$ cat src/rtl/dmem_pkg.sv
// dmem_pkg: shared definitions for the data-RAM arbiter.
//   - arb_state_e : arbiter FSM encoding (idle / issue / response)
//   - PORT_CPU / PORT_DBG : requester ids (core load/store path, loader/debug master)
//   - DMEM_ADDR_W / DMEM_DATA_W : default RAM geometry
//   - sat_inc16 : saturating 16-bit increment used by the statistics counters
package dmem_pkg;

  localparam int unsigned DMEM_ADDR_W = 6;
  localparam int unsigned DMEM_DATA_W = 64;

  typedef enum logic [1:0] {
    StIdle  = 2'd0,
    StIssue = 2'd1,
    StResp  = 2'd2
  } arb_state_e;

  localparam logic PORT_CPU = 1'b0;
  localparam logic PORT_DBG = 1'b1;

  function automatic logic [15:0] sat_inc16(input logic [15:0] val);
    return (val == 16'hFFFF) ? val : val + 16'd1;
  endfunction

endpackage

$ cat src/rtl/rr_pick2.sv
// rr_pick2: two-way round-robin winner select with burst-lock priority update.
// Purely combinational.
//   req0_i, req1_i   : pending requests from port 0 / port 1
//   prio_i           : port favoured when both request
//   grant_o          : winning port id (only meaningful when a request is pending)
//   win_i            : port that won the access now completing
//   win_lock_i       : that winner's lock flag, as latched at grant
//   other_req_i      : the other port is pending while the access completes
//   burst_cnt_i      : consecutive locked grants held against a pending port
//   prio_o           : next priority
//   burst_cnt_o      : next burst count
module rr_pick2 #(
  parameter int unsigned MAX_BURST = 4,
  parameter int unsigned CNT_W     = 3
) (
  input  logic             req0_i,
  input  logic             req1_i,
  input  logic             prio_i,
  output logic             grant_o,
  input  logic             win_i,
  input  logic             win_lock_i,
  input  logic             other_req_i,
  input  logic [CNT_W-1:0] burst_cnt_i,
  output logic             prio_o,
  output logic [CNT_W-1:0] burst_cnt_o
);

  always_comb begin
    if (req0_i && req1_i) begin
      grant_o = prio_i;
    end else begin
      grant_o = req1_i;
    end
  end

  always_comb begin
    prio_o      = ~win_i;
    burst_cnt_o = '0;
    if (win_lock_i) begin
      if (!other_req_i) begin
        // Nobody waiting: a locking winner keeps priority indefinitely.
        prio_o = win_i;
      end else if (32'(burst_cnt_i) < MAX_BURST - 1) begin
        prio_o      = win_i;
        burst_cnt_o = burst_cnt_i + CNT_W'(1);
      end
    end
  end

endmodule

$ cat src/rtl/dmem_arbiter.sv
// dmem_arbiter: shares a single-port data RAM between the core load/store path (port 0)
// and a loader/debug master (port 1). Each access runs IDLE -> ISSUE -> RESP, with a
// one-cycle ack in RESP. Round-robin arbitration with optional short burst lock.
//   clk, reset        : clock, synchronous active-low reset
//   r*_req/lock/we    : request, priority-retention request, write select
//   r*_addr/wdata     : access address and write data
//   r*_ack/rdata      : one-cycle completion pulse and read data (0 for writes)
//   mem_we/addr/wdata : RAM write enable, address, write data
//   mem_rdata         : RAM read data, combinational from mem_addr
//   busy              : FSM not idle
//   stat_g0/g1/conf   : grant and conflict counters, built only with DMEM_ARB_STATS_EN
// Build option: define DMEM_ARB_STATS_EN to build the saturating statistics counters;
// otherwise stat_* are tied to 0.
module dmem_arbiter
  import dmem_pkg::*;
#(
  parameter int unsigned ADDR_W    = DMEM_ADDR_W,
  parameter int unsigned DATA_W    = DMEM_DATA_W,
  parameter int unsigned MAX_BURST = 4
) (
  input  logic              clk,
  input  logic              reset,
  input  logic              r0_req,
  input  logic              r0_lock,
  input  logic              r0_we,
  input  logic [ADDR_W-1:0] r0_addr,
  input  logic [DATA_W-1:0] r0_wdata,
  output logic              r0_ack,
  output logic [DATA_W-1:0] r0_rdata,
  input  logic              r1_req,
  input  logic              r1_lock,
  input  logic              r1_we,
  input  logic [ADDR_W-1:0] r1_addr,
  input  logic [DATA_W-1:0] r1_wdata,
  output logic              r1_ack,
  output logic [DATA_W-1:0] r1_rdata,
  output logic              mem_we,
  output logic [ADDR_W-1:0] mem_addr,
  output logic [DATA_W-1:0] mem_wdata,
  input  logic [DATA_W-1:0] mem_rdata,
  output logic              busy,
  output logic [15:0]       stat_g0,
  output logic [15:0]       stat_g1,
  output logic [15:0]       stat_conf
);

  localparam int unsigned CNT_W = $clog2(MAX_BURST + 1);

  arb_state_e        state_q, state_d;
  logic              prio_q, prio_d;
  logic [CNT_W-1:0]  burst_cnt_q, burst_cnt_d;
  logic              we_q, we_d;
  logic [ADDR_W-1:0] addr_q, addr_d;
  logic [DATA_W-1:0] wdata_q, wdata_d;
  logic              win_q, win_d;
  logic              lock_q, lock_d;
  logic              r0_ack_q, r0_ack_d;
  logic              r1_ack_q, r1_ack_d;
  logic [DATA_W-1:0] r0_rdata_q, r0_rdata_d;
  logic [DATA_W-1:0] r1_rdata_q, r1_rdata_d;

  logic             grant;
  logic             other_req;
  logic             pick_prio;
  logic [CNT_W-1:0] pick_cnt;

  assign other_req = (win_q == PORT_CPU) ? r1_req : r0_req;

  rr_pick2 #(
    .MAX_BURST(MAX_BURST),
    .CNT_W    (CNT_W)
  ) u_pick (
    .req0_i     (r0_req),
    .req1_i     (r1_req),
    .prio_i     (prio_q),
    .grant_o    (grant),
    .win_i      (win_q),
    .win_lock_i (lock_q),
    .other_req_i(other_req),
    .burst_cnt_i(burst_cnt_q),
    .prio_o     (pick_prio),
    .burst_cnt_o(pick_cnt)
  );

  always_comb begin
    state_d     = state_q;
    prio_d      = prio_q;
    burst_cnt_d = burst_cnt_q;
    we_d        = we_q;
    addr_d      = addr_q;
    wdata_d     = wdata_q;
    win_d       = win_q;
    lock_d      = lock_q;
    r0_ack_d    = r0_ack_q;
    r1_ack_d    = r1_ack_q;
    r0_rdata_d  = r0_rdata_q;
    r1_rdata_d  = r1_rdata_q;
    case (state_q)
      StIdle: begin
        if (r0_req || r1_req) begin
          win_d   = grant;
          we_d    = (grant == PORT_CPU) ? r0_we    : r1_we;
          addr_d  = (grant == PORT_CPU) ? r0_addr  : r1_addr;
          wdata_d = (grant == PORT_CPU) ? r0_wdata : r1_wdata;
          lock_d  = (grant == PORT_CPU) ? r0_lock  : r1_lock;
          state_d = StIssue;
        end
      end
      StIssue: begin
        // Capture read data at the edge that commits the write, so the ack and
        // data leave together from registers in RESP.
        if (win_q == PORT_CPU) begin
          r0_ack_d   = 1'b1;
          r0_rdata_d = we_q ? '0 : mem_rdata;
        end else begin
          r1_ack_d   = 1'b1;
          r1_rdata_d = we_q ? '0 : mem_rdata;
        end
        state_d = StResp;
      end
      StResp: begin
        r0_ack_d    = 1'b0;
        r1_ack_d    = 1'b0;
        r0_rdata_d  = '0;
        r1_rdata_d  = '0;
        prio_d      = pick_prio;
        burst_cnt_d = pick_cnt;
        state_d     = StIdle;
      end
      default: state_d = StIdle;
    endcase
  end

  always_ff @(posedge clk) begin
    if (!reset) begin
      state_q     <= StIdle;
      prio_q      <= 1'b0;
      burst_cnt_q <= '0;
      we_q        <= 1'b0;
      addr_q      <= '0;
      wdata_q     <= '0;
      win_q       <= 1'b0;
      lock_q      <= 1'b0;
      r0_ack_q    <= 1'b0;
      r1_ack_q    <= 1'b0;
      r0_rdata_q  <= '0;
      r1_rdata_q  <= '0;
    end else begin
      state_q     <= state_d;
      prio_q      <= prio_d;
      burst_cnt_q <= burst_cnt_d;
      we_q        <= we_d;
      addr_q      <= addr_d;
      wdata_q     <= wdata_d;
      win_q       <= win_d;
      lock_q      <= lock_d;
      r0_ack_q    <= r0_ack_d;
      r1_ack_q    <= r1_ack_d;
      r0_rdata_q  <= r0_rdata_d;
      r1_rdata_q  <= r1_rdata_d;
    end
  end

  // Reset gates the write so an access interrupted in ISSUE never reaches the RAM.
  assign mem_we    = (state_q == StIssue) & we_q & reset;
  assign mem_addr  = addr_q;
  assign mem_wdata = wdata_q;
  assign busy      = (state_q != StIdle);
  assign r0_ack    = r0_ack_q;
  assign r1_ack    = r1_ack_q;
  assign r0_rdata  = r0_rdata_q;
  assign r1_rdata  = r1_rdata_q;

`ifdef DMEM_ARB_STATS_EN
  logic [15:0] stat_g0_q, stat_g0_d;
  logic [15:0] stat_g1_q, stat_g1_d;
  logic [15:0] stat_conf_q, stat_conf_d;

  // Grant counters step with the ack being set, so they match the visible ack count.
  always_comb begin
    stat_g0_d   = stat_g0_q;
    stat_g1_d   = stat_g1_q;
    stat_conf_d = stat_conf_q;
    if (state_q == StIssue) begin
      if (win_q == PORT_CPU) begin
        stat_g0_d = sat_inc16(stat_g0_q);
      end else begin
        stat_g1_d = sat_inc16(stat_g1_q);
      end
    end
    if (state_q == StIdle && r0_req && r1_req) begin
      stat_conf_d = sat_inc16(stat_conf_q);
    end
  end

  always_ff @(posedge clk) begin
    if (!reset) begin
      stat_g0_q   <= '0;
      stat_g1_q   <= '0;
      stat_conf_q <= '0;
    end else begin
      stat_g0_q   <= stat_g0_d;
      stat_g1_q   <= stat_g1_d;
      stat_conf_q <= stat_conf_d;
    end
  end

  assign stat_g0   = stat_g0_q;
  assign stat_g1   = stat_g1_q;
  assign stat_conf = stat_conf_q;
`else
  assign stat_g0   = '0;
  assign stat_g1   = '0;
  assign stat_conf = '0;
`endif

endmodule

$ cat config.mk
export PLATFORM = sky130hd
export DESIGN_NAME = dmem_arbiter
export DESIGN_NICKNAME = d
export VERILOG_FILES = /design/src/rtl/dmem_pkg.sv /design/src/rtl/rr_pick2.sv /design/src/rtl/dmem_arbiter.sv
export SDC_FILE = /design/constraint.sdc
export NUM_CORES = 1
export LEC_CHECK = 0
export ABC_CLOCK_PERIOD_IN_PS = 1800
export BUFFER_PORTS_ARGS = -buffer_cell sky130_fd_sc_hd__buf_2
export CAP_MARGIN = 20
export CORE_MARGIN = 2
export CORE_UTILIZATION = 28
export DETAILED_ROUTE_END_ITERATION = 10
export GPL_TIMING_DRIVEN = 0
export PLACE_DENSITY = 0.59
export SLEW_MARGIN = 30
export SYNTH_ARGS = -nofsm -noshare
export SYNTH_HDL_FRONTEND = slang
export SYNTH_SLANG_ARGS = --single-unit
$ cat constraint.sdc
create_clock -name clk -period 1.8 [get_ports clk]
set_input_delay 0.27 -clock clk [delete_from_list [all_inputs] [get_ports clk]]
set_output_delay 0.27 -clock clk [all_outputs]
set_load 0.01 [all_outputs]
==> flow_metrics.py <==
metrics = {
    "run_status": {
        "status": "complete, no violations",
    },
    "floorplan": {
        "initial_core_util_pct": 28.51,
        "fp-row-count": 68,
        "die-area_sq_mm": 0.03686,
        "die_width_microns": 192.0,
        "core_sq_mm": 0.03471,
        "die_height_microns": 192.0,
        "top_level_ports": 462,
    },
    "setup_path": {
        "crit_arrival_ps": 1430,
        "required_ps": 1530,
        "end_kind": "primary output",
        "path_class": "flop to primary output",
        "path_max_fanout": 8,
        "startpoint_type": "flop",
    },
    "yosys": {
        "syn_area_sq_mm": 0.009896,
        "yosysTopAreaCellShare_pct": 42.28,
        "async_flop_share_pct": 0,
        "synthCells": 1131,
        "yosysMostFrequentCell": "dfxtp_1",
        "ys.flop_type": "dfxtp_1",
        "yosys-top-cells-count": "dfxtp_1, a21oi_1, nand3_1",
        "synth_edf_count": 0,
        "ys_seq_elements": 209,
        "yosysWarnings": 0,
        "ys_types": 38,
        "synth.area.top_cells": "dfxtp_1, nand4b_1, a21oi_1, nand3_1, a311oi_1",
        "yosys.area.top_type": "dfxtp_1",
        "yosysSeqAreaShare_pct": 42.28,
        "syn_area_per_cell_sq_um": 8.750,
    },
    "sta": {
        "finalSetupViolCount": 0,
        "finalHoldViolCount": 0,
        "max_slew_margin_pct": 35.97,
        "slew_viol_final": 0,
        "clock_skew_ps": 25.72,
        "tightest_slew_ps": 960.5,
        "timing.final.crit_share_pct": 94.59,
        "fmax_mhz": 587.3,
        "fin_crit_ps": 1703,
    },
    "drt": {
        "initialDrtViolationCount": 543,
        "vias_per_cell": 5.241,
        "detail_route.first_pass.iterations": 5,
        "num_vias": 11180,
        "wire_per_inst_microns": 20.40,
        "drc": 0,
        "wl_mm": 43.51,
        "ant_nets": 0,
    },
    "placement": {
        "gp_congestion": 0.8743,
        "placed_cells": 2046,
        "io_buffers": 413,
        "dp_hpwl_mm": 32.88,
    },
    "clocking": {
        "h-tree-depth": 1,
        "path_clk_slew_ps": 60,
        "cts.sinks": 209,
        "cts_tree": "built",
        "ctsRootBufferMaster": "clkbuf_16",
        "clk_path_buf_depth": 3,
        "clkLatencyLatePin_ps": 550,
        "cts_made_buffers": 25,
    },
    "power_and_ir_drop": {
        "ir_drop_uv": 637.0,
        "power_uw": 12660,
        "p_leak_uw": 0.005820,
        "power_density_mw_per_mm2": 906.3,
    },
    "run": {
        "drv_cap": 0,
    },
    "global_routing": {
        "grt_pass1_wl_mm": 64.34,
        "grtUsageTotal_pct": 22.25,
        "grt_start_max_net_pins": 14,
        "antenna_found_initial": 9,
        "grt_pass1_vias": 11040,
        "overflow": 0,
    },
    "final_layout": {
        "final_layout_size_suffix_gt1_share_pct": 36.54,
        "nNetsFinal": 1871,
        "fin_util_pct": 40.25,
        "areaGrowthSynthToFinish_pct": 41.19,
        "final_cells": 2133,
    },
    "worst_hold_path": {
        "worstHoldPathType": "input port to flop",
    },
}
==> metal layers <==
layer	track usage, %	vias to the layer above	share of wire [%]
li1	-	5305	-
met1	27.13	5271	40
met2	38.54	510	49
met3	5.774	82	9.0
met4	6.254	12	2.7
met5	0	-	0.20
==> placed cells by master, fill, tap and decap left out, types with 2 or more instances in the layout <==
master / instances
buf_2: 491
a21oi_1: 206
dfxtp_1: 206
nand3_1: 129
nand4b_1: 128
o211ai_1: 72
o21ai_0: 72
a311oi_1: 72
buf_4: 67
clkbuf_1: 57
conb_1: 48
dlygate4sd3_1: 40
clkbuf_16: 25
clkbuf_8: 10
buf_1: 5
nor2b_1: 4
nor2_1: 4
diode_2: 3
inv_2: 3
nand2_1: 3
clkinv_2: 3
inv_1: 2
and3b_1: 2
nand4_1: 2
dfxtp_4: 2
==> area by class of cell <==
type,instances,area (sq um)
fill,3589,20740
multi-input combinational,760,4773
sequential,209,4193
timing repair buffer,453,2467
buffer,204,1132
clock buffer,39,768.2
tap,455,569.3
clock inverter,5,42.54
inverter,5,18.77
antenna,3,7.507
==> kinds of logic (layout without fill, tap and decap cells) <==
group / Yosys count / in the layout / share of synthesized area, %
AO/OA/AOI/OAI: 428 / 428 / 26.50
adder cells (fa/ha/maj): 1 / 1 / 0.1264
buffers and inverters: 209 / 706 / 11.53
flip-flops: 209 / 209 / 42.28
multiplexers: 1 / 1 / 0.1138
other: 1 / 51 / 0.03790
AND/OR/NAND/NOR: 282 / 282 / 19.41
==> state kept, by name, indices dropped and copies added, names as in the netlist <==
register     cells
r0_rdata        64
prio_q           1
r1_rdata        64
mem_addr         6
r1_ack           1
lock_q           1
state_q          2
win_q            1
we_q             1
r0_ack           1
mem_wdata       64
burst_cnt_q      3
==> critical path: stages (launching register included) <==
cell	delay (ps)
dfxtp_4	400
nor3b_4	210
and2_4	170
buf_2	140
==> per-stage QoR <==
stage	setup TNS, ps	area, sq um	hold slack (ps)	setup slack, ps
6_report	0	13970	27.55	97.32
5_1_grt	-6.443	13970	23.15	-6.443
4_1_cts	-26.88	13950	0.1532	-26.88
3_5_place_dp	-28040	12710	454.6	-278.3
3_3_place_gp	-29350	12710	448.5	-267.7
2_1_floorplan	0	10070	387.5	496.4
==> power by group <==
part           internal [uW]  switching [uW]
Sequential              4930             191
Combinational           1040            1490
Clock                   2930            2080
Total                   8900            3770
==> worst paths after layout <==
path	from	endpoint	slack (ps)	cells past startpoint
worst max-delay path	state_q[0]	mem_we	100	3
worst min-delay path	r0_wdata[21]	mem_wdata[21]	30	3
worst max register to register	we_q	r1_rdata[46]	120	4
worst min register to register	r1_rdata[13]	r1_rdata[13]	460	2
==> what timing repair did <==
action,4_1_cts,5_1_grt
gates resized for setup,8,5
endpoints found under the hold margin,58,0
hold buffers,40,0
setup buffers,0,0
endpoints found under the setup margin,81,4
No activity file was read; power rests on OpenSTA's default activity.
